## src/rtl/fifo_pkg.sv

```systemverilog
// Shared types and sizing helpers for the parametrised synchronous FIFO.
package fifo_pkg;

  localparam int DEF_DATA_W = 32;
  localparam int DEF_DEPTH  = 16;

  typedef struct packed {
    logic full;
    logic empty;
    logic almost_full;
    logic almost_empty;
    logic overflow;
    logic underflow;
  } fifo_status_t;

  // Occupancy needs one extra bit so that DEPTH itself is representable.
  function automatic int clog2_cnt(input int depth);
    return $clog2(depth) + 1;
  endfunction

endpackage

```

## src/rtl/fifo_mem.sv

```systemverilog
// DEPTH x DATA_W register array: one synchronous write port and one asynchronous read port.
// Write lands on the clock edge; the read port is purely combinational, with no flow control of its own.
module fifo_mem #(
  parameter int DATA_W = 32,
  parameter int DEPTH  = 16,
  parameter int AW     = $clog2(DEPTH)
) (
  input  logic              clk,
  input  logic              wr_en,
  input  logic [AW-1:0]     wr_addr,
  input  logic [DATA_W-1:0] wr_data,
  input  logic [AW-1:0]     rd_addr,
  output logic [DATA_W-1:0] rd_data
);

  logic [DATA_W-1:0] mem [DEPTH];

  always_ff @(posedge clk) begin
    if (wr_en) mem[wr_addr] <= wr_data;
  end

  assign rd_data = mem[rd_addr];

endmodule

```

## src/rtl/sync_fifo_param.sv

```systemverilog
// Parametrised single-clock FIFO with optional first-word-fall-through, threshold flags and sticky errors.
// Read latency is 1 cycle (FWFT=0) or 0 cycles (FWFT=1); a write when full or a read when empty is dropped and flagged.
module sync_fifo_param
  import fifo_pkg::*;
#(
  parameter int DATA_W    = DEF_DATA_W,
  parameter int DEPTH     = DEF_DEPTH,
  parameter int AF_THRESH = DEPTH - 2,
  parameter int AE_THRESH = 2,
  parameter int FWFT      = 0
) (
  input  logic                          clk,
  input  logic                          rst,
  input  logic                          wr_en,
  input  logic [DATA_W-1:0]             data_in,
  input  logic                          rd_en,
  input  logic                          clr_err,
  output logic [DATA_W-1:0]             data_out,
  output logic                          full,
  output logic                          empty,
  output logic                          almost_full,
  output logic                          almost_empty,
  output logic [clog2_cnt(DEPTH)-1:0]   count,
  output logic                          overflow,
  output logic                          underflow
);

  localparam int AW    = $clog2(DEPTH);
  localparam int CNT_W = clog2_cnt(DEPTH);

  if (DATA_W < 1 || DEPTH < 2 || (DEPTH & (DEPTH - 1)) != 0 ||
      AE_THRESH <= 0 || AF_THRESH <= AE_THRESH || AF_THRESH > DEPTH) begin : g_bad_params
    $error("sync_fifo_param: illegal DATA_W/DEPTH/threshold parameters");
  end

  logic [AW-1:0]     wr_ptr_q, wr_ptr_d, rd_ptr_q, rd_ptr_d;
  logic [CNT_W-1:0]  count_q, count_d;
  logic [DATA_W-1:0] dout_q, dout_d, mem_rd;
  logic              ovf_q, ovf_d, udf_q, udf_d;
  logic              wr_acc, rd_acc;
  fifo_status_t      status;

  fifo_mem #(.DATA_W(DATA_W), .DEPTH(DEPTH), .AW(AW)) u_mem (
    .clk     (clk),
    .wr_en   (wr_acc),
    .wr_addr (wr_ptr_q),
    .wr_data (data_in),
    .rd_addr (rd_ptr_q),
    .rd_data (mem_rd)
  );

  always_comb begin
    status              = '0;
    status.full         = (count_q == CNT_W'(DEPTH));
    status.empty        = (count_q == '0);
    status.almost_full  = (count_q >= CNT_W'(AF_THRESH));
    status.almost_empty = (count_q <= CNT_W'(AE_THRESH));
    status.overflow     = ovf_q;
    status.underflow    = udf_q;
  end

  assign wr_acc = wr_en && !status.full;
  assign rd_acc = rd_en && !status.empty;

  always_comb begin
    wr_ptr_d = wr_ptr_q;
    rd_ptr_d = rd_ptr_q;
    count_d  = count_q;
    dout_d   = dout_q;
    if (wr_acc) wr_ptr_d = wr_ptr_q + AW'(1);
    if (rd_acc) begin
      rd_ptr_d = rd_ptr_q + AW'(1);
      dout_d   = mem_rd;
    end
    case ({wr_acc, rd_acc})
      2'b10:   count_d = count_q + CNT_W'(1);
      2'b01:   count_d = count_q - CNT_W'(1);
      default: count_d = count_q;
    endcase
    // A fresh error event in the same cycle as clr_err must survive the clear.
    ovf_d = (wr_en && status.full)  ? 1'b1 : (clr_err ? 1'b0 : ovf_q);
    udf_d = (rd_en && status.empty) ? 1'b1 : (clr_err ? 1'b0 : udf_q);
  end

  always_ff @(posedge clk or posedge rst) begin
    if (rst) begin
      wr_ptr_q <= '0;
      rd_ptr_q <= '0;
      count_q  <= '0;
      dout_q   <= '0;
      ovf_q    <= 1'b0;
      udf_q    <= 1'b0;
    end else begin
      wr_ptr_q <= wr_ptr_d;
      rd_ptr_q <= rd_ptr_d;
      count_q  <= count_d;
      dout_q   <= dout_d;
      ovf_q    <= ovf_d;
      udf_q    <= udf_d;
    end
  end

  // In FWFT mode the unreset array is masked while empty so the output is never unknown.
  assign data_out     = (FWFT != 0) ? (status.empty ? '0 : mem_rd) : dout_q;
  assign full         = status.full;
  assign empty        = status.empty;
  assign almost_full  = status.almost_full;
  assign almost_empty = status.almost_empty;
  assign overflow     = status.overflow;
  assign underflow    = status.underflow;
  assign count        = count_q;

endmodule

```

## config.mk

```make
export PLATFORM = sky130hd
export DESIGN_NAME = sync_fifo_param
export DESIGN_NICKNAME = d
export VERILOG_FILES = /design/src/rtl/fifo_pkg.sv /design/src/rtl/fifo_mem.sv /design/src/rtl/sync_fifo_param.sv
export SDC_FILE = /design/constraint.sdc
export NUM_CORES = 1
export LEC_CHECK = 0
export ABC_AREA = 1
export BUFFER_PORTS_ARGS = -buffer_cell sky130_fd_sc_hd__buf_2
export CORE_ASPECT_RATIO = 1.5
export CORE_UTILIZATION = 60
export CTS_CLUSTER_DIAMETER = 80
export DETAILED_ROUTE_END_ITERATION = 10
export HOLD_SLACK_MARGIN = 0.15
export PLACE_DENSITY_LB_ADDON = 0.08
export SYNTH_ARGS = -nofsm -noshare
export SYNTH_HDL_FRONTEND = slang
export SYNTH_SLANG_ARGS = --single-unit
```

## constraint.sdc

```tcl
create_clock -name clk -period 5.2 [get_ports clk]
set_input_delay 0 -clock clk [delete_from_list [all_inputs] [get_ports clk]]
set_output_delay 0 -clock clk [all_outputs]
set_load 0.02 [all_outputs]
```

# Yosys cells after proc, flatten, opt, wreduce, memory -nomap -nowiden
# Memories as Yosys holds them, arrays and structs flattened. A register that Yosys moved wholly into a read port is not among the register bits.
# Cells that the tools add are included.
# totals
word_cells,31
mem_count,1
reg_bits,15
inputBits,37
ram_bits,512
# op_classes
add_sub_neg,4
n_reduce_logical,10
order_cmp,2
mux,6
eq_ne,3
# mem_list
name,depth,word_bits,read_ports,rd_ports_with_merged_regs,write_ports,line,source
u_mem.mem,16,32,1,1,1,fifo_mem.sv:16,logic [DATA_W-1:0] mem [DEPTH];
# ops
op,n
5-bit case mux with 2 select lines,1
4-bit by 1-bit adder with 4-bit output (second input constant),2
2-bit nonzero test,3
5-bit by 1-bit adder with 5-bit output (second input constant),1
5-bit equality test (second input constant),1
5-bit by 4-bit greater-or-equal comparator with 1-bit output (second input constant),1
5-bit by 2-bit <= comparator with 1-bit output (second input constant),1
5-bit logical NOT,1
1-bit 2-to-1 mux,5
5-bit by 1-bit subtractor with 5-bit output (second input constant),1
1-bit logical AND,4
2-bit by 1-bit equality test with 1-bit output (second input constant),1
2-bit equality test (second input constant),1
1-bit logical NOT,2

# Logic depth before layout (Yosys ltp)
# logic_depth
depth_word,5
mapped_depth,15
depth_no_buf,14

# By module
# From an unflattened synthesis, not the netlist that was laid out.
# hier_totals
hier_cells,2342
area_unflattened_um2,24307.1
# by_module_without_submodules
module,seq_area_each_um2,n_inst,area_each_um2,cells_per_inst
fifo_mem,15374.7,1,22089.9,2088
sync_fifo_param,1176.1,1,2217.1,254

# Worst setup path before layout
# No wires, ideal clock.
# synth_timing
kind,reg2reg
start,"reg count_q[1], in the netlist count[1]"
end,"mem u_mem.mem[11][0], enable pin"
t_arrival_ps,2472
n_path_buf,0
setup_time_ps,421
slack_ps,2307
required_time_ps,4779
path_stages_with_launch,7
cell_sequence,dfrtp_1 > inv_1 > nand4_1 > nand2_1 > nor2_1 > inv_1 > nor2_1
# synth_via
elab_chain_len,5
# synth_rtl
element,line,source
start: declaration,sync_fifo_param.sv:37,"logic [CNT_W-1:0] count_q, count_d;"
start signal: assignment,sync_fifo_param.sv:96,count_q <= count_d;
5-bit equality test,sync_fifo_param.sv:54,status.full = (count_q == CNT_W'(DEPTH));
1-bit logical NOT,sync_fifo_param.sv:62,assign wr_acc = wr_en && !status.full;
1-bit logical AND,sync_fifo_param.sv:62,
1-bit 2-to-1 mux,fifo_mem.sv:19,if (wr_en) mem[wr_addr] <= wr_data;
1-bit 2-to-1 mux (implied by the code),fifo_mem.sv:19,
end: declaration,fifo_mem.sv:16,
# Every way passes these cells.

==> impl_metrics.tcl <==
set metrics [dict create \
    max_stage_delay_ns 0.72 \
    path_max_fanout 139 \
    firstDrtPassIters 5 \
    cts_tree "yes" \
    worst_pin_slew_ns 1.328 \
    path_common_cell "nand3_1" \
    ys_types 25 \
    stdcell_count 2547 \
    numCtsBuffers 52 \
    overflow 0 \
    htreeDepth 2 \
    antenna_found_initial 0 \
    synth_compound_area_frac 0.008444 \
    ant_nets 0 \
    finalSetupViolations 0 \
    synth-seq-area-share 0.7348 \
    arrival_ns 3.39 \
    rr_startpoint "rd_ptr_q[0]$_DFFE_PP0P_" \
    synth_warnings 0 \
    start_util 0.6103 \
    syn_nets 1971 \
    area_growth_pct 12.41 \
    cts_root_buf "clkbuf_16" \
    internal_power_mw 8.892 \
    dp_slack_ns 2.390 \
    muxShareOfSynthArea 0 \
    dpl.hpwl_um 27560 \
    dieHeight_um 239.3 \
    vias_per_cell 5.724 \
    pwr-share-seq 0.417 \
    clkSinkCount 559 \
    die_w_um 160.2 \
    p_leak_nw 9.757 \
    vias 14580 \
    holdPathEnd "underflow$_DFFE_PP0P_" \
    run_status "finished, final reports clean" \
    switching_power_mw 5.237 \
    drv_cap 0 \
    ios 80 \
    total_power_mw 14.13 \
    synth-xor-area-share 0.003888 \
    slew_violations 0 \
    vdd.ir_drop.worst_uv 469.5 \
    fp-row-count 86 \
    reg2reg_depth 8 \
    grt_pass1_vias 13977 \
    die_area_um2 38340 \
    worstPathRequired_ns 5.72 \
    post-route-min-period_ns 2.869 \
    drive_gt1_frac 0.1042 \
    wl_um 54250 \
    clk_pin_slew_ns 0.07 \
    max_freq_ghz 0.3485 \
    avgSynthCellArea_um2 11.70 \
    power_frac_clock 0.260 \
    antenna_cells 0 \
    drc 0 \
    syn_inst 1925 \
    routabilityCongestion 0.8004 \
    hp-class "in2reg" \
    crit_chain "inv_6 -> buf_4 -> nand2_1 -> nand3_1 -> nand3_1 -> nand3_1 -> nand3_1 -> nand2_1" \
    drtIter0Drc 1502 \
    cts.path.max_buffers 3 \
    worst_slack_ns 2.331 \
    regToRegEndpoint "data_out[23]$_DFFE_PP0P_" \
    ys_seq_elements 559 \
    grt_pass1_wl_um 82080 \
    hold_buffers 37 \
    rsz0062_at_grt "no" \
    grt_use_total 0.2887 \
    endpoint_kind "register" \
    synthAdderAreaFrac 0.004999 \
    cts_setup_buffers 0 \
    worst-setup-path-type "reg2reg" \
    slowest_stage "dfrtp_4" \
    fillers 2677 \
    whs_path_depth 3 \
    final_area_um2 25320 \
    dpl_cell_area_um2 23290 \
    grt_start_max_net_pins 210 \
    sw_frac_of_total 0.3707 \
    startpoint_type "register" \
    post_cts_resized 0 \
    portBuffers 79 \
    min-delay-start "clr_err" \
    dp_cells 2412 \
    avgRoutedWirePerCell_um 21.30 \
    core-area_um2 36910 \
    setup_tns_ns 0 \
    worst_hold_slack_ns 0.1637 \
    pwr_density_cell_nw_per_um2 558.0 \
    layout.nets 2065 \
    synth_area_um2 22520 \
    utilization 0.6860 \
    slew_headroom 0.1144 \
    final.setup_skew_ns 0.02294 \
    reg2reg_slack_ns 2.33 \
    combPwrFrac 0.323 \
    fin_crit_sh 0.5518 \
    hold_viol 0 \
    yosys.area_share.simple 0.2156 \
    clock_latency_ns 0.58 \
    synth_top_family_by_area "simple AND/OR/NAND/NOR gates" \
]
## state kept, by name (all words and copies together), names as in the netlist
name,cells
wr_ptr_q,4
count,5
data_out,32
overflow,1
underflow,1
u_mem.mem,512
rd_ptr_q,4
## placed cells by master, fill, tap and decap left out, drive strengths merged
cell / count
nand4: 2
a21oi: 28
dfrtp: 47
nor2: 20
inv: 31
buf: 111
xnor2: 1
o21bai: 1
clkinvlp: 2
ha: 9
xor2: 9
nand2: 800
nand3: 352
clkinv: 12
a21boi: 1
bufinv: 1
dlygate4sd3: 37
o21ai: 7
clkbuf: 80
edfxtp: 512
## cells by family after synthesis
group,count (synthesis)
flip-flops,559
AND/OR/NAND/NOR,1174
XOR/XNOR,10
adder cells (fa/ha/maj),9
buffers and inverters,136
AO/OA/AOI/OAI,37
## power by group through the flow
stage               Clock [mW]  Sequential [mW]  Combinational, mW
finish                    3.67             5.89               4.57
floorplan                    0             5.96               3.18
detailed placement           0             5.97               4.51
CTS                       3.70             5.88               4.56
global placement             0             5.96               4.45
global route              3.86             5.94               5.07
## routing by layer
layer  part of all wire  wire [µm]  vias to the layer above  global-route usage
met4              0.030       1641                        0              0.1051
met5                  0          0                        -                   0
li1                   -          -                     6813                   -
met1               0.40      21650                     7138              0.3706
met2               0.51      27850                      519              0.5024
met3              0.057       3110                      110             0.04087
## synth_stat cells, drive strengths merged
library cell    n  area, µm²
nand2         800       3005
edfxtp        512      15370
nand3         352       1762
buf           101      591.8
dfrtp          47       1176
a21oi          28      140.1
inv            27      103.9
nor2           20      77.58
ha              9      112.6
xor2            9      78.83
clkbuf          7      26.28
o21ai           7      35.03
nand4           2      12.51
a21boi          1      7.510
clkinv          1      3.750
o21bai          1      7.510
xnor2           1      8.760
## worst max-delay path, delay by kind of cell (launching register included)
family | cells | cell delay [ns]
buffers and inverters | 2 | 1.19
flip-flops | 1 | 0.72
AND/OR/NAND/NOR | 6 | 0.58
## how the worst max path moves through the flow
stage                                  startpoint                    endpoint  slack (ns)  cells after the start
final                     rd_ptr_q[0]$_DFFE_PP0P_    data_out[23]$_DFFE_PP0P_        2.33                      8
after global routing      rd_ptr_q[0]$_DFFE_PP0P_    data_out[29]$_DFFE_PP0P_        2.11                     10
after CTS                 rd_ptr_q[0]$_DFFE_PP0P_    data_out[25]$_DFFE_PP0P_        2.37                     10
after detailed placement  rd_ptr_q[0]$_DFFE_PP0P_    data_out[25]$_DFFE_PP0P_        2.39                     10
after global placement    rd_ptr_q[0]$_DFFE_PP0P_    data_out[25]$_DFFE_PP0P_        2.36                     10
after floorplan              count[1]$_DFFE_PP0P_  u_mem.mem[11][0]$_DFFE_PP_        2.31                      6
## layout make-up
class / instances / area, µm² / share of cell area
sequential: 559 / 16560 / 0.6540
multi-input combinational: 1230 / 5368 / 0.2120
clock buffer: 80 / 1518 / 0.05994
timing repair buffer: 148 / 1018 / 0.04023
tap: 484 / 605.6 / 0.02392
clock inverter: 18 / 138.9 / 0.005485
inverter: 28 / 111.4 / 0.004398
No activity file was read; power rests on OpenSTA's default activity.
